## config.mk

```make
export PLATFORM = sky130hd
export DESIGN_NAME = io_deq_policy_flat
export DESIGN_NICKNAME = d
export VERILOG_FILES = /design/src/rtl/io_deq_policy_if.sv /design/src/rtl/io_deq_policy.sv /design/src/flat_wrapper.sv
export SDC_FILE = /design/constraint.sdc
export NUM_CORES = 1
export LEC_CHECK = 0
export CORE_UTILIZATION = 60
export DETAILED_ROUTE_END_ITERATION = 8
export PLACE_DENSITY = 0.88
export SLEW_MARGIN = 20
export SYNTH_ARGS = -nofsm -noshare
export SYNTH_HDL_FRONTEND = slang
export SYNTH_SLANG_ARGS = --single-unit
```

## constraint.sdc

```tcl
create_clock -name clock -period 10.4 [get_ports clock]
set_clock_uncertainty 0.1 [all_clocks]
set_input_delay 2.08 -clock clock [delete_from_list [all_inputs] [get_ports clock]]
set_output_delay 2.08 -clock clock [all_outputs]
set_load 0.02 [all_outputs]
```

## src/rtl/io_deq_policy_if.sv

```systemverilog
// Dequeue-side handshake bundle between the IO issue queue and its deq policy.
// Optional IO_DEQ_PERF_EN adds the perf counter outputs.
`ifndef ISSUE_QUEUE_DEPTH
`define ISSUE_QUEUE_DEPTH 8
`endif

interface io_deq_policy_if #(
  parameter int DEPTH   = `ISSUE_QUEUE_DEPTH,
  parameter int IDX_W   = $clog2(DEPTH),
  parameter int STALL_W = 8
);
  logic               flush;
  logic [DEPTH-1:0]   valid_dec;
  logic [DEPTH-1:0]   ready_dec;
  logic [DEPTH-1:0]   enq_ptr_oh;
  logic               issue_ready;
  logic               issue_valid;
  logic [IDX_W-1:0]   issue_idx;
  logic [DEPTH-1:0]   deq_fire_oh;
  logic [DEPTH-1:0]   deq_ptr_oh;
  logic [STALL_W-1:0] head_stall_cnt;
`ifdef IO_DEQ_PERF_EN
  logic [31:0]        perf_issue_cnt;
  logic [31:0]        perf_stall_cnt;
`endif

  modport master (
    output flush, valid_dec, ready_dec,
    output enq_ptr_oh, issue_ready,
    input  issue_valid, issue_idx,
    input  deq_fire_oh, deq_ptr_oh,
`ifdef IO_DEQ_PERF_EN
    input  perf_issue_cnt, perf_stall_cnt,
`endif
    input  head_stall_cnt
  );

  modport slave (
    input  flush, valid_dec, ready_dec,
    input  enq_ptr_oh, issue_ready,
    output issue_valid, issue_idx,
    output deq_fire_oh, deq_ptr_oh,
`ifdef IO_DEQ_PERF_EN
    output perf_issue_cnt, perf_stall_cnt,
`endif
    output head_stall_cnt
  );
endinterface

```

## src/rtl/io_deq_policy.sv

```systemverilog
// In-order issue queue dequeue pointer policy: issue, advance, flush realign.
// Optional IO_DEQ_PERF_EN adds perf_issue_cnt / perf_stall_cnt.
`ifndef ISSUE_QUEUE_DEPTH
`define ISSUE_QUEUE_DEPTH 8
`endif

module io_deq_policy #(
  parameter int DEPTH   = `ISSUE_QUEUE_DEPTH,
  parameter int IDX_W   = $clog2(DEPTH),
  parameter int STALL_W = 8
) (
  input  logic           clock,
  input  logic           reset,
  io_deq_policy_if.slave io
);

  typedef enum logic {RUN, FLUSH} state_e;

  state_e             state_q, state_d;
  logic [DEPTH-1:0]   ptr_q, ptr_d;
  logic [STALL_W-1:0] stall_q, stall_d;

  logic             head_vld;
  logic             head_hit;
  logic             iss_vld;
  logic             fire;
  logic [DEPTH-1:0] fire_oh;
  logic [DEPTH-1:0] rem;
  logic [IDX_W-1:0] ptr_idx;
  logic [IDX_W-1:0] base_idx;

  function automatic logic [IDX_W-1:0] enc(
    input logic [DEPTH-1:0] oh
  );
    enc = '0;
    for (int i = 0; i < DEPTH; i++)
      if (oh[i]) enc = enc | IDX_W'(i);
  endfunction

  function automatic logic [IDX_W-1:0] hi_idx(
    input logic [DEPTH-1:0] vec
  );
    hi_idx = '0;
    for (int i = 0; i < DEPTH; i++)
      if (vec[i]) hi_idx = IDX_W'(i);
  endfunction

  // First set bit of vec, searching upward from start with wrap.
  function automatic logic [DEPTH-1:0] scan(
    input logic [DEPTH-1:0] vec,
    input logic [IDX_W-1:0] start
  );
    logic found;
    int   j;
    scan  = '0;
    found = 1'b0;
    for (int k = 0; k < DEPTH; k++) begin
      j = (int'(start) + k) % DEPTH;
      if (!found && vec[j]) begin
        scan[j] = 1'b1;
        found   = 1'b1;
      end
    end
  endfunction

  always_comb begin
    ptr_idx  = enc(ptr_q);
    base_idx = IDX_W'((int'(hi_idx(io.valid_dec)) + 1) % DEPTH);
    head_vld = |(ptr_q & io.valid_dec);
    head_hit = |(ptr_q & io.valid_dec & io.ready_dec);
    iss_vld  = head_hit & (state_q == RUN)
             & ~io.flush & ~reset;
    fire     = iss_vld & io.issue_ready;
    fire_oh  = fire ? ptr_q : '0;
    rem      = io.valid_dec & ~fire_oh;
    state_d  = io.flush ? FLUSH : RUN;

    ptr_d = ptr_q;
    if (state_q == FLUSH) begin
      if (io.valid_dec == '0)
        ptr_d = io.enq_ptr_oh;
      else
        ptr_d = scan(io.valid_dec, base_idx);
    end else if (io.flush) begin
      ptr_d = ptr_q;
    end else if (rem == '0) begin
      ptr_d = io.enq_ptr_oh;
    end else if (fire) begin
      ptr_d = scan(rem, ptr_idx);
    end

    stall_d = stall_q;
    if (fire || io.flush || !head_vld)
      stall_d = '0;
    else if (stall_q != '1)
      stall_d = stall_q + 1'b1;
  end

  always_ff @(posedge clock or posedge reset) begin
    if (reset) begin
      state_q <= RUN;
      ptr_q   <= DEPTH'(1);
      stall_q <= '0;
    end else begin
      state_q <= state_d;
      ptr_q   <= ptr_d;
      stall_q <= stall_d;
    end
  end

  assign io.issue_valid    = iss_vld;
  assign io.issue_idx      = ptr_idx;
  assign io.deq_fire_oh    = fire_oh;
  assign io.deq_ptr_oh     = ptr_q;
  assign io.head_stall_cnt = stall_q;

`ifdef IO_DEQ_PERF_EN
  logic [31:0] perf_iss_q, perf_iss_d;
  logic [31:0] perf_stl_q, perf_stl_d;

  always_comb begin
    perf_iss_d = perf_iss_q + 32'(fire);
    perf_stl_d = perf_stl_q
               + 32'((state_q == RUN) & head_vld & ~fire);
  end

  always_ff @(posedge clock or posedge reset) begin
    if (reset) begin
      perf_iss_q <= '0;
      perf_stl_q <= '0;
    end else begin
      perf_iss_q <= perf_iss_d;
      perf_stl_q <= perf_stl_d;
    end
  end

  assign io.perf_issue_cnt = perf_iss_q;
  assign io.perf_stall_cnt = perf_stl_q;
`endif

  a_onehot: assert property (
    @(posedge clock) disable iff (reset) $onehot(ptr_q)
  );

endmodule
```

## src/flat_wrapper.sv

```systemverilog
// flat-port wrapper written by rule: the top's interface ports become plain ports
module io_deq_policy_flat 
#(
  parameter int DEPTH   = `ISSUE_QUEUE_DEPTH,
  parameter int IDX_W   = $clog2(DEPTH),
  parameter int STALL_W = 8
)
  (clock, reset, io_flush, io_valid_dec, io_ready_dec, io_enq_ptr_oh, io_issue_ready, io_issue_valid, io_issue_idx, io_deq_fire_oh, io_deq_ptr_oh, io_head_stall_cnt);
  io_deq_policy_if #(.DEPTH(DEPTH), .IDX_W(IDX_W), .STALL_W(STALL_W)) io_i ();
  input  logic clock;
  input  logic reset;
  input wire logic [$bits(io_i.flush)-1:0] io_flush;
  input wire logic [$bits(io_i.valid_dec)-1:0] io_valid_dec;
  input wire logic [$bits(io_i.ready_dec)-1:0] io_ready_dec;
  input wire logic [$bits(io_i.enq_ptr_oh)-1:0] io_enq_ptr_oh;
  input wire logic [$bits(io_i.issue_ready)-1:0] io_issue_ready;
  output wire logic [$bits(io_i.issue_valid)-1:0] io_issue_valid;
  output wire logic [$bits(io_i.issue_idx)-1:0] io_issue_idx;
  output wire logic [$bits(io_i.deq_fire_oh)-1:0] io_deq_fire_oh;
  output wire logic [$bits(io_i.deq_ptr_oh)-1:0] io_deq_ptr_oh;
  output wire logic [$bits(io_i.head_stall_cnt)-1:0] io_head_stall_cnt;
  assign io_i.flush = io_flush;
  assign io_i.valid_dec = io_valid_dec;
  assign io_i.ready_dec = io_ready_dec;
  assign io_i.enq_ptr_oh = io_enq_ptr_oh;
  assign io_i.issue_ready = io_issue_ready;
  assign io_issue_valid = io_i.issue_valid;
  assign io_issue_idx = io_i.issue_idx;
  assign io_deq_fire_oh = io_i.deq_fire_oh;
  assign io_deq_ptr_oh = io_i.deq_ptr_oh;
  assign io_head_stall_cnt = io_i.head_stall_cnt;
  io_deq_policy #(.DEPTH(DEPTH), .IDX_W(IDX_W), .STALL_W(STALL_W)) u_core (.clock(clock), .reset(reset), .io(io_i));
endmodule
```

# After elaboration in Yosys (flattened, before gate mapping)
# Cells that the tools add are included.
[op_classes]
n_eq_ne = 2
muxes = 215
n_reduce_logical = 68
bitwise_logic = 39
n_lt_le_gt_ge = 32
add_sub_neg = 16
[op_table]
columns = ["cell", "n"]
rows = [
  ["$mux W8", 66],
  ["$or A8 B8 Y8", 14],
  ["$mux W1", 105],
  ["$lt A4 B5 Y1 const B", 14],
  ["$ge A4 B1 Y1 const B", 14],
  ["$bmux W1 S3", 16],
  ["$demux W1 S3", 16],
  ["$reduce_or A3 Y1", 14],
  ["$logic_and A1 B1 Y1", 30],
  ["$mux W3", 10],
  ["$add A3 B3 Y3 const B", 8],
  ["$and A8 B8 Y8", 3],
  ["$logic_not A8 Y1", 2],
  ["$reduce_or A8 Y1", 2],
  ["$logic_not A1 Y1", 15],
  ["$and A1 B1 Y1 const A", 14],
  ["$add A3 B2 Y3 const B", 4],
  ["$add A3 B1 Y3 const B", 3],
  ["$add A8 B1 Y8 const B", 1],
  ["$lt A3 B4 Y1 const B", 2],
  ["$ne A8 B8 Y1 const B", 1],
  ["$not A8 Y8", 1],
  ["$ge A3 B1 Y1 const B", 2],
  ["$and A1 B1 Y1", 4],
  ["other kinds (7)", 11],
]
[word_totals]
wordCells = 375
in_bits = 28
register_bits = 17

# Longest topological paths before layout
[logic_depth]
ltp_word = 66
mapped_depth = 18
ltp_nobuf = 15

# Worst setup path before layout
# OpenSTA, ideal clock, no wires.
[synth_timing]
path_type = "input-to-reg"
start = "input port io_valid_dec[5]"
end = "register u_core.ptr_q[4], in the netlist u_core.io.deq_ptr_oh[4]"
n_path_buf = 3
path_stages = 18
slack_ns = 4.380
arrival_time_ns = 5.789
path_cell_list = "buf_2 > nor2b_1 > or2_2 > nor2_1 > inv_1 > clkbuf_1 > ha_1 > xnor2_1 > inv_1 > o31ai_1 > a211o_1 > buf_2 > nand3b_4 > nor4b_2 > a221oi_1 > mux2_2 > a31oi_1 > or3_1"
[synth_between]
elab_chain_len = 66
word_cells_on_any_way = 286
classes_between = "add/sub: 8; order compare: 16; mux: 185; bitwise: 29; reduce/logical: 48"
[synth_lines]
columns = ["item", "line", "text"]
rows = [
  ["start: declaration", "flat_wrapper.sv:13", "input wire logic [$bits(io_i.valid_dec)-1:0] io_valid_dec;"],
  ["$and A8 B8 Y8 (2 in a row)", "io_deq_policy.sv:70", "head_hit = |(ptr_q & io.valid_dec & io.ready_dec);"],
  ["$reduce_or A8 Y1", "io_deq_policy.sv:70", ""],
  ["$and A1 B1 Y1", "io_deq_policy.sv:71", "iss_vld = head_hit & (state_q == RUN)"],
  ["$and A1 B1 Y1 (2 in a row)", "io_deq_policy.sv:72", "& ~io.flush & ~reset;"],
  ["$and A1 B1 Y1", "io_deq_policy.sv:73", "fire = iss_vld & io.issue_ready;"],
  ["$mux W8", "io_deq_policy.sv:74", "fire_oh = fire ? ptr_q : '0;"],
  ["$not A8 Y8", "io_deq_policy.sv:75", "rem = io.valid_dec & ~fire_oh;"],
  ["$and A8 B8 Y8", "io_deq_policy.sv:75", ""],
  ["(+48 left out)", "n/a", ""],
  ["$mux W1", "io_deq_policy.sv:79", "if (state_q == FLUSH) begin"],
  ["$logic_not A1 Y1", "io_deq_policy.sv:59", "if (!found && vec[j]) begin"],
  ["$logic_and A1 B1 Y1", "io_deq_policy.sv:59", ""],
  ["$mux W8", "io_deq_policy.sv:59", ""],
  ["$mux W8", "io_deq_policy.sv:88", "end else if (fire) begin"],
  ["$mux W8", "io_deq_policy.sv:86", "end else if (rem == '0) begin"],
  ["$mux W8", "io_deq_policy.sv:84", "end else if (io.flush) begin"],
  ["$mux W8", "io_deq_policy.sv:79", ""],
  ["end signal: assignment", "io_deq_policy.sv:106", "ptr_q <= ptr_d;"],
  ["end: declaration", "io_deq_policy.sv:20", "logic [DEPTH-1:0] ptr_q, ptr_d;"],
]
# Several ways; a longest one is shown, not always the timed one. The select of a mux whose other input is x is not followed.
# A chain may end at the register's enable or synchronous reset.

# Worst setup path after layout
[layout_timing]
start = "input port io_valid_dec[6]"
end = "register u_core.ptr_q[4], in the netlist u_core.io.deq_ptr_oh[4]"
# Same word-level chain as after synthesis.

==> results.md <==
- Post-Layout Cell Count: 589
- Number of synthesized flops with an enable pin: 0
- Final setup margin: roughly 3200 ps
- Cts hold-fix bufs: 0
- Pwr per Cell Area: about 170 nW/um^2
- WL final: ~12 mm
- Syn nets: 531
- DP Area: 4020 um^2
- Remaining global-route overflow: 0
- Design Area, Final: 4060 um^2
- CTS tree: built
- VDD IR max: 129 uV
- Placed insts: 585
- Post-synth top flop: dfrtp_1
- Crit Path Max Fanout: 16
- Fmax: 140 MHz
- Antenna Nets Post-Route: 0
- Total power: 0.679 mW
- Core area: 5610 um^2
- Starting DRT DRC Count: 513
- Final nets: 559
- Max_cap viols: 0
- Worst hold path type: register to register
- H-tree Lvls: 1
- Largest area contributor in the netlist: dfrtp_1
- Crit-path slowest cell: clkdlybuf4s50_1
- Share of cells above drive strength 1: 6.58%
- Fillcell total: slightly below 500
- CP cell instances: clkdlybuf4s50_1, nor2b_1, or2_2, nor2_1, inv_1, ha_1, xnor2_1, inv_1, o31ai_1, a211o_1, nand3b_4, nor4b_2, a221oi_1, mux2_2, a31oi_1, or3_1
- FFs w/ async S/R, synth: 100%
- Postcts setup bufs: 0
- Clock root buffer master: clkbuf_8
- Final Hold Vio Count: 0
- Via count: 4287
- Post-Syn Area per Cell: 7.24 um^2
- Gr usage total: 39.2%
- WL per Instance: about 20 um
- Die Wd: slightly below 80 um
- Setup crit end kind: register
- Post_cts resized: 0
- WP data arrival: 7200 ps
- Area growth, synth to finish: 14.5%
- Die area: 6220 um^2
- DRC viols: 0
- Setup Crit Path Kind: input pin to register
- Initial antenna violation count: 0
- Status: finished clean
- Post-synth cell types: 83
- Synth top area cells: dfrtp_1 (11%), nor2_1 (5.1%), a21oi_1 (4.9%)
- Post-Place Worst Slack: roughly 3100 ps
- Drt via density: 7.28
- Starting Density: between 60% and 70%
- Endpoints failing setup: 0
- Vias in the first global route: between 3000 and 4000
- Hpwl dp: 9.09 mm
- Sum Neg Setup Slack: 0 ps
- GPL Wtd Cong: 0.993
- Max_slew headroom: 35.1%
- Ports: 56
- Clk_lat worst skew: 260 ps
- CTS Buf Count: 3
- Worst path most repeated cell: inv_1
- Top-count cell post-synth: nor2_1
- Synth cell count leaders: nor2_1 (48), nand2_1 (44), a21oi_1 (35), o21ai_0 (30), inv_1 (26)
- First-pass GRT wire length: 19.4 mm
- CP required: 10430 ps
- Number of I/O port buffers: 55
- Die Height: between 70 and 80 um
- Max Slew Vio Count: 0
- Cell Area, Synth: 3550 um^2
- Pleak: between 1.5 and 2 nW
- Clock transition at path regs: roughly 70 ps
- Diode count: 0
- Max incr delay on CP: 890 ps
- First-pass iteration count of the detailed router: 7
- Least-Margin Pin Slew: slightly below 1000 ps
- Final min period: 7170 ps
- Post-synthesis register bit count: 17
- Critical Path Start Type: input pin
- YS warnings: 0
- Post-Syn Instances: 490
- Worst-case clock buffer depth: 2
- # rows: 27
- Sink Count: 17
- RSZ-0062 raised after global routing: no
- Largest net degree at the start of global routing: 23
- Synth top area share: 11.3%
- Sequential fraction of the synthesis area: between 10% and 20%
- Crit share post-route: between 60% and 70%
## cell type report
cell class                 count  area [um^2]  share of cell area (%)
clock buffer                   3         41.3                    1.02
clock inverter                 1         5.00                   0.123
inverter                      28          105                    2.59
multi-input combinational    412         2840                    69.8
sequential                    17          427                    10.5
tap                           72         90.1                    2.22
timing repair buffer          56          558                    13.7
## registers in the layout, summed over array words and instances, names as in the netlist
signal                    cells
u_core.io.deq_ptr_oh          8
u_core.io.head_stall_cnt      8
u_core.state_q                1
## through the flow
stage                     utilization (%)  hold slack, ps
after floorplan                         -             530
after global placement               71.6             463
after detailed placement             71.6             482
after CTS                            72.4             501
after global routing                 72.4             542
final                                72.4             489
## placed cells by master, fill, tap and decap left out, drive strengths merged, types with 5 or more instances in the layout
cell	n
nor4	8
mux4	5
a22oi	9
nand3	23
nand2	44
o21ai	31
o21a	5
nand4	8
o31ai	11
nor3	18
mux2i	7
nor2b	6
ha	13
o211ai	9
a21oi	35
xnor2	6
nor2	48
and2	12
inv	28
dfrtp	16
or3	6
clkdlybuf4s50	55
nor3b	6
a31oi	14
## worst max-delay path: cells and delay by family
family	cells	cell delay (ps)
and+or+nand+nor	6	1670
buffers and inverters	3	1380
adders and majority gates	1	340
AOI/OAI and AO/OA	4	1080
muxes	1	230
xor gates and xnor gates	1	410
## power by group
| part | internal (mW) | switching [mW] |
|---|---|---|
| sequential | 0.0745 | 0.0289 |
| clock | 0.0266 | 0.0238 |
| combinational | 0.200 | 0.325 |
## logic make-up (layout without fill, tap and decap cells)
logic type | Yosys count | in the layout | share of synthesized area [%]
AO/OA/AOI/OAI | 177 | 177 | 35.2
XOR/XNOR | 11 | 11 | 4.06
adder cells (fa/ha/maj) | 13 | 13 | 4.59
buffers and inverters | 61 | 88 | 8.01
flip-flops | 17 | 17 | 12.0
multiplexers | 15 | 15 | 6.10
AND/OR/NAND/NOR | 196 | 196 | 30.0
## routing by layer
metal / track usage [%] / wire [um] / part of all wire, % / vias up
met2: 66.6 / 5630 / 47 / 318
met3: 3.68 / 1210 / 10 / 60
li1: - / - / - / 1938
met1: 50.6 / 4710 / 39 / 1971
met4: 16.7 / 491 / 4.1 / 0
met5: 0 / 0 / 0 / -
## path summary, 6_finish.rpt
path | start | endpoint | slack, ps | depth (start not counted)
worst max-delay path | io_valid_dec[6] | u_core.io.deq_ptr_oh[4]$_DFFE_PP0P_ | 3230 | 16
worst min-delay path | u_core.io.head_stall_cnt[6]$_DFFE_PP0P_ | u_core.io.head_stall_cnt[6]$_DFFE_PP0P_ | 490 | 2
worst max register to register | u_core.io.deq_ptr_oh[3]$_DFFE_PP0P_ | u_core.io.deq_ptr_oh[1]$_DFFE_PP0P_ | 5320 | 13
worst min register to register | u_core.io.head_stall_cnt[6]$_DFFE_PP0P_ | u_core.io.head_stall_cnt[6]$_DFFE_PP0P_ | 490 | 2
max in group asynchronous | reset | u_core.io.deq_ptr_oh[1]$_DFFE_PP0P_ | 7480 | 2
min in group asynchronous | reset | u_core.io.deq_ptr_oh[7]$_DFFE_PP0P_ | 2300 | 2
No activity file was read; power rests on OpenSTA's default activity.
